### src/rtl/ripple_ctrl_pkg.sv
// Shared types and defaults for the ripple counter measurement sequencer.
package ripple_ctrl_pkg;

  typedef enum logic [2:0] {
    S_IDLE,
    S_CLEAR,
    S_RUN,
    S_SETTLE,
    S_CAPTURE
  } state_e;

  localparam int DEF_CLR_CYC = 2;
  localparam int DEF_SETTLE  = 3;

  function automatic int max2(input int a, input int b);
    return (a > b) ? a : b;
  endfunction

endpackage

### src/rtl/count_sampler.sv
// Double-sample of the asynchronous ripple count; stable when two
// consecutive samples taken while enabled agree.
module count_sampler #(
  parameter int N = 7
) (
  input  logic         clk,
  input  logic         reset_n,
  input  logic         en_i,
  input  logic [N-1:0] d_i,
  output logic [N-1:0] s1_o,
  output logic         stable_o
);

  logic [N-1:0] s0_q, s1_q;
  logic [1:0]   vld_q;

  // Shift samples while enabled; drop validity as soon as enable goes away
  // so a fresh window always needs two new samples.
  always_ff @(posedge clk or negedge reset_n) begin
    if (!reset_n) begin
      s0_q  <= '0;
      s1_q  <= '0;
      vld_q <= '0;
    end else if (en_i) begin
      s0_q  <= d_i;
      s1_q  <= s0_q;
      vld_q <= {vld_q[0], 1'b1};
    end else begin
      vld_q <= '0;
    end
  end

  assign s1_o     = s1_q;
  assign stable_o = vld_q[1] && (s0_q == s1_q);

endmodule

### src/rtl/ripple_count_sequencer.sv
// Sequences an asynchronous ripple counter through clear / gate / settle /
// capture and presents a stable registered result to the clk domain.
module ripple_count_sequencer
  import ripple_ctrl_pkg::*;
#(
  parameter int N       = 7,
  parameter int GATE_W  = 16,
  parameter int SETTLE  = DEF_SETTLE,
  parameter int CLR_CYC = DEF_CLR_CYC
) (
  input  logic              clk,
  input  logic              reset_n,
  input  logic              start,
  input  logic              abort,
  input  logic [GATE_W-1:0] gate_len,
  input  logic [N-1:0]      count_in,
  output logic              cnt_clr_n,
  output logic              cnt_en,
  output logic              busy,
  output logic              done,
  output logic [N-1:0]      result
);

  localparam int CW = max2(GATE_W, $clog2(CLR_CYC + SETTLE + 1));
  localparam logic [CW-1:0] ONE = CW'(1);

  state_e            state_q;
  logic [CW-1:0]     cnt_q;
  logic [GATE_W-1:0] gate_q;
  logic              clr_n_q, en_q, busy_q, done_q;
  logic [N-1:0]      result_q;

  logic              samp_en;
  logic [N-1:0]      samp_s1;
  logic              samp_stable;

  // Sampling only starts once the settle wait has fully expired.
  assign samp_en = (state_q == S_SETTLE) && (cnt_q == '0);

  count_sampler #(.N(N)) u_sampler (
    .clk      (clk),
    .reset_n  (reset_n),
    .en_i     (samp_en),
    .d_i      (count_in),
    .s1_o     (samp_s1),
    .stable_o (samp_stable)
  );

  // Measurement FSM; cnt_q is reused as the clear, gate and settle timer.
  always_ff @(posedge clk or negedge reset_n) begin
    if (!reset_n) begin
      state_q  <= S_IDLE;
      cnt_q    <= '0;
      gate_q   <= GATE_W'(1);
      clr_n_q  <= 1'b1;
      en_q     <= 1'b0;
      busy_q   <= 1'b0;
      done_q   <= 1'b0;
      result_q <= '0;
    end else begin
      done_q <= 1'b0;
      if (abort && (state_q != S_IDLE)) begin
        state_q <= S_IDLE;
        en_q    <= 1'b0;
        clr_n_q <= 1'b1;
        busy_q  <= 1'b0;
      end else begin
        case (state_q)
          S_IDLE: begin
            if (start && !abort) begin
              // A zero-length window would never open; treat it as one cycle.
              gate_q  <= (gate_len == '0) ? GATE_W'(1) : gate_len;
              cnt_q   <= CW'(CLR_CYC - 1);
              clr_n_q <= 1'b0;
              busy_q  <= 1'b1;
              state_q <= S_CLEAR;
            end
          end
          S_CLEAR: begin
            if (cnt_q == '0) begin
              clr_n_q <= 1'b1;
              en_q    <= 1'b1;
              cnt_q   <= CW'(gate_q) - ONE;
              state_q <= S_RUN;
            end else begin
              cnt_q <= cnt_q - ONE;
            end
          end
          S_RUN: begin
            if (cnt_q == '0) begin
              en_q    <= 1'b0;
              cnt_q   <= CW'(SETTLE);
              state_q <= S_SETTLE;
            end else begin
              cnt_q <= cnt_q - ONE;
            end
          end
          S_SETTLE: begin
            if (cnt_q != '0) begin
              cnt_q <= cnt_q - ONE;
            end else if (samp_stable) begin
              result_q <= samp_s1;
              done_q   <= 1'b1;
              state_q  <= S_CAPTURE;
            end
          end
          S_CAPTURE: begin
            busy_q  <= 1'b0;
            state_q <= S_IDLE;
          end
          default: state_q <= S_IDLE;
        endcase
      end
    end
  end

  assign cnt_clr_n = clr_n_q;
  assign cnt_en    = en_q;
  assign busy      = busy_q;
  assign done      = done_q;
  assign result    = result_q;

endmodule
### config.mk
export PLATFORM = sky130hd
export DESIGN_NAME = ripple_count_sequencer
export DESIGN_NICKNAME = d
export VERILOG_FILES = /design/src/rtl/ripple_ctrl_pkg.sv /design/src/rtl/count_sampler.sv /design/src/rtl/ripple_count_sequencer.sv
export SDC_FILE = /design/constraint.sdc
export NUM_CORES = 1
export LEC_CHECK = 0
export BUFFER_PORTS_ARGS = -buffer_cell sky130_fd_sc_hd__buf_2
export CAP_MARGIN = 20
export CORE_ASPECT_RATIO = 1.75
export CORE_MARGIN = 2
export CORE_UTILIZATION = 40
export CTS_CLUSTER_DIAMETER = 120
export CTS_CLUSTER_SIZE = 40
export DETAILED_ROUTE_END_ITERATION = 8
export PLACE_DENSITY = 0.61
export SYNTH_ARGS = -nofsm -noshare
export SYNTH_HDL_FRONTEND = slang
export SYNTH_SLANG_ARGS = --single-unit
export TNS_END_PERCENT = 1
### constraint.sdc
create_clock -name clk -period 3.1 [get_ports clk]
set_input_delay 0.31 -clock clk [delete_from_list [all_inputs] [get_ports clk]]
set_output_delay 0.31 -clock clk [all_outputs]
set_load 0.02 [all_outputs]
# [After elaboration in Yosys (flattened, before gate mapping)]
# Cells that the tools add are included.
[word_totals] register_bits=62 in_bits=27
[classes] addsub=2 eq_ne=12 muxes=28 bitwise=2 reduce_logical=21
[ops] cell="$mux W16" n=5
[ops] cell="$pmux W16 S4" n=1
[ops] cell="$logic_not A16 Y1" n=2
[ops] cell="$sub A16 B1 Y16 const B" n=2
[ops] cell="$mux W3" n=6
[ops] cell="$reduce_bool A16 Y1" n=1
[ops] cell="$ne A3 B3 Y1 const B" n=4
[ops] cell="$pmux W3 S4" n=1
[ops] cell="$reduce_bool A3 Y1" n=4
[ops] cell="$mux W1" n=11
[ops] cell="$reduce_and A3 Y1" n=3
[ops] cell="$reduce_and A4 Y1" n=2
[ops] cell="$eq A7 B7 Y1" n=1
[ops] cell="$eq A3 B2 Y1 const B" n=2
[ops] cell="$pmux W1 S2" n=3
[ops] cell="$reduce_and A5 Y1" n=1
[ops] cell="$logic_and A1 B1 Y1" n=4
[ops] cell="$reduce_bool A4 Y1" n=1
[ops] cell="$eq A3 B1 Y1 const B" n=1
[ops] cell="$eq A3 B3 Y1 const B" n=1
[ops] cell="$logic_not A3 Y1" n=1
[ops] cell="$ne A3 B2 Y1 const B" n=1
[ops] cell="$mux W2" n=1
[ops] cell="$ne A2 B1 Y1 const B" n=1
[ops] cell="other kinds (4)" n=5

# [Logic depth before layout (Yosys ltp)]
[logic_depth] ltp_word=6 depth_mapped=10 ltp_nobuf=8

# [Modules after synthesis]
# A second synthesis with hierarchy kept.
[unflattened] cells_unflattened=314 hier_area_um2=3348.2
[by_module_without_submodules] module="ripple_count_sequencer" n_inst=1 cells_per_inst=271 area_per_inst_um2=2640.0 seq_area_each_um2=1153.6
[by_module_without_submodules] module="count_sampler" n_inst=1 cells_per_inst=43 area_per_inst_um2=708.2 seq_area_each_um2=400.4

# [Worst setup path after synthesis]
# OpenSTA, ideal clock, no wires.
[synth_timing] path_kind="register to register" start="reg cnt_q[0]" end="reg result_q[0] (netlist: result[0])" t_arrival_ns=2.324 required_time_ns=2.975 setup_slack_ns=0.651 stages_incl_launch_ff=9 n_path_buf=1 period_less_slack_ns=2.449 cell_sequence="dfrtp_1 > inv_1 > ha_1 > nor4b_4 > nand4_2 > or3_4 > or3_1 > buf_6 > mux2_4"
[synth_between] elab_chain_len=3
[synth_lines] element="start, declared" line="ripple_count_sequencer.sv:28" text="logic [CW-1:0] cnt_q;"
[synth_lines] element="start signal, assigned" line="ripple_count_sequencer.sv:73" text="cnt_q <= CW'(CLR_CYC - 1);"
[synth_lines] element="start signal, assigned" line="ripple_count_sequencer.sv:83" text="cnt_q <= CW'(gate_q) - ONE;"
[synth_lines] element="start signal, assigned" line="ripple_count_sequencer.sv:86" text="cnt_q <= cnt_q - ONE;"
[synth_lines] element="$reduce_bool A16 Y1" line="ripple_count_sequencer.sv:99" text="if (cnt_q != '0) begin"
[synth_lines] element="$not A1 Y1 (no source line)"
[synth_lines] element="$reduce_and A4 Y1 (no source line)"
[synth_lines] element="end signal, assigned" line="ripple_count_sequencer.sv:102" text="result_q <= samp_s1;"
[synth_lines] element="end, declared" line="ripple_count_sequencer.sv:31" text="logic [N-1:0] result_q;"
# No other way between the ends.
# A chain may end at the register's enable or synchronous reset.

# [Final worst setup path]
[layout_timing] start="reg cnt_q[0]" end="reg result_q[4] (netlist: result[4])"
# The elaborated chain is that of the path after synthesis.

==> results.yml <==
sta:
  setup_tns_ns: 0
  finalMaxSlewViolations: 0
  maxSlewHeadroom: 0.475
  rsz0062_at_grt: "no"
  period_needed_ns: 2.58
  max_freq_mhz: 387
  hold_viol: 0
  finalClockSkew_ns: 0.00663
  setup_violations: 0
  finalCritPeriodShare: 0.834
  tightest_slew_ns: 0.785
cells_and_area:
  antennaDiodeCount: 0
  num-nets-final: 387
  area_growth_pct: 19.3
  drive_gt1_frac: 0.293
worst_setup_path:
  cp_num_buf_inv: 1
  worstPathArrival_ns: 2.80
  worst-path-stages: 7
  critical-path-top-delay-family: "simple AND/OR/NAND/NOR gates"
  r2r_cells: 7
  r2r-start: "cnt_q[0]"
  rr_endpoint: "result[4]"
  r2r_slack_ns: 0.52
  crit_required_ns: 3.31
  cp-end-kind: "register"
  criticalPathCategory: "register to register"
  startpoint_type: "register"
  cpMaxStageDelayCell: "or3_1"
  cp_cell_sequence: "inv_1, ha_1, nor4b_4, nand4_2, or3_4, or3_1, mux2_4"
  crit_path_max_fanout: 7
  cp_slowest_stage_delay_ns: 0.52
global_routing:
  antenna_found_initial: 0
  grt_pass1_wl_mm: 12.6
  grt_use_total: 0.189
  grt_max_degree: 41
  first_global_vias: 2654
  globalRoute.totalOverflow: 0
min_path:
  holdPathEnd: "u_sampler.s0_q[1]"
  hold_path.class: "input pin to register"
  holdPathStages: 2
  hp-start: "count_in[1]"
clocking:
  cts_tree: "built"
  clock_sinks: 62
  clock_latency_ns: 0.33
  cts_buffers: 9
  clkTransAtPathRegs_ns: 0.05
  cts-root-buf: "clkbuf_16"
  cts_buffer_depth: 2
  cts_resized: 0
  cts_hold_buf: 1
  cts_setup_buffers: 0
  htree_num_levels: 3
synth:
  yosysTopAreaCellShare: 0.459
  netlist-cell-type-count: 51
  synth_flop_cell: "dfrtp_1"
  syn_area_um2: 3270
  synth_edf_count: 0
  synth_top_cell_by_area: "dfrtp_1"
  avgSynthCellArea_um2: 10.4
  postSynth.asyncResetShare: 1.00
  syn_inst: 313
  ys_seq_area_frac: 0.475
  yosys_warnings: 0
  synth_area_leaders: "dfrtp_1 (46%), mux2_2 (10%), xnor2_1 (4.3%), mux2_4 (3.2%), nor2_1 (3.0%)"
  syn-num-nets: 342
  ys_ff_latch: 62
power:
  irDropWorstVdd_mv: 0.455
  power-per-cell-area_nw_per_um2: 861
  total_power_mw: 3.36
  p_leak_nw: 1.72
placement:
  port_buffers: 37
  place.gp.congestion: 0.902
  dpl.hpwl_mm: 5.49
run_status:
  status: "complete, no violations"
routing:
  drt-total-wl_mm: 7.41
  vias: 2582
  wl_per_cell_um: 16.4
  antenna_left: 0
  drtIter0Drc: 88
  viasPerCell: 5.71
  drtPass1Iterations: 4
  drc: 0
floorplanning:
  rows: 43
  die_h_um: 124
  start_util: 0.413
  core_um2: 7910
  io_pins: 38
  dieArea_um2: 8940
  fp.dieW_um: 72.3
run:
  drv_cap: 0
## cells in the final DEF (no fill, tap or decap), types with 9 or more instances in the layout
master     Yosys  final
nand3_1       11     11
mux2_2        29     29
xnor2_1       16     16
o21ai_0       19     19
a21oi_1       11     11
clkbuf_16      0      9
nand2_1       22     22
dfrtp_1       60     60
nor2_1        26     26
nor3_1        14     14
buf_2          0     37
## registers in the layout, summed over array words and instances (netlist names)
register and count:
cnt_q 16, result 7, done 1, u_sampler.vld_q 2, cnt_en 1, cnt_clr_n 1
u_sampler.s0_q 7, gate_q 16, busy 1, u_sampler.s1_o 7, state_q 3
## worst max path at each step
stage	startpoint	end	slack, ns
floorplan	cnt_q[0]	result[0]	0.65
global placement	cnt_q[0]	result[5]	0.59
detailed placement	cnt_q[0]	result[4]	0.53
CTS	cnt_q[0]	result[0]	0.52
global route	cnt_q[0]	result[5]	0.38
finish	cnt_q[0]	result[4]	0.52
## Yosys cell counts, types with 2 or more instances
cell type  instances
nand2b_1           2
and2_1             2
nor3b_1            2
xnor2_1           16
or4_1              4
and3_1             2
nor3_1            14
mux2_4             7
nand4_1            6
ha_1               2
nand3_1           11
dfrtp_1           60
nor2_1            26
nor3_4             2
xor2_1             3
o21ai_0           19
a31oi_1            4
dfstp_2            2
o21ai_1            2
clkbuf_1           9
inv_1              8
mux2_2            29
nand2_1           22
a21oi_1           11
o31ai_1            5
nor4_1             6
a211oi_1           2
o211ai_1           8
or3_1              5
## worst reg2reg max path: cells and delay by family, from the launching register on
kind	cells	cell delay, ns
and+or+nand+nor	4	1.39
muxes	1	0.37
buffers and inverters	1	0.09
adders and majority gates	1	0.23
DFF	1	0.40
## logic make-up after synthesis
kind of cell,Yosys count,synth area share
mux,36,0.132
fa+ha+maj,2,0.00766
buf+inv,19,0.0253
compound gates,61,0.116
simple gates,114,0.193
xor+xnor,19,0.0509
flops,62,0.475
## through the flow
| step | hold slack [ns] | utilization | std cells | instance area [um^2] | setup slack (ns) |
|---|---|---|---|---|---|
| 6_report | 0.212 | 0.493 | 452 | 3900 | 0.516 |
| 2_1_floorplan | 0.0144 | - | 313 | 3270 | 0.651 |
| 4_1_cts | 0.198 | 0.493 | 452 | 3900 | 0.523 |
| 3_5_place_dp | 0.328 | 0.451 | 436 | 3570 | 0.530 |
| 3_3_place_gp | 0.333 | 0.451 | 436 | 3570 | 0.591 |
| 5_1_grt | 0.202 | 0.493 | 452 | 3900 | 0.381 |
## report_power, final
group / switching (mW) / internal, mW
registers: 0.249 / 1.01
logic: 0.576 / 0.442
clock network: 0.342 / 0.739
total: 1.17 / 2.19
## routing by layer
layer	routed length, um	track usage
met5	0	0
met4	267	0.108
met3	298	0.0518
met2	3990	0.332
met1	2860	0.197
## area by class of cell
type,count,area [um^2]
Clock buffer,11,253
Clock inverter,4,70.1
Fill cell,717,4010
Inverter,8,30.0
Multi-Input combinational cell,232,1630
Sequential cell,62,1550
Tap cell,90,113
Timing Repair Buffer,45,248
Power figures use the tool's default switching activity.
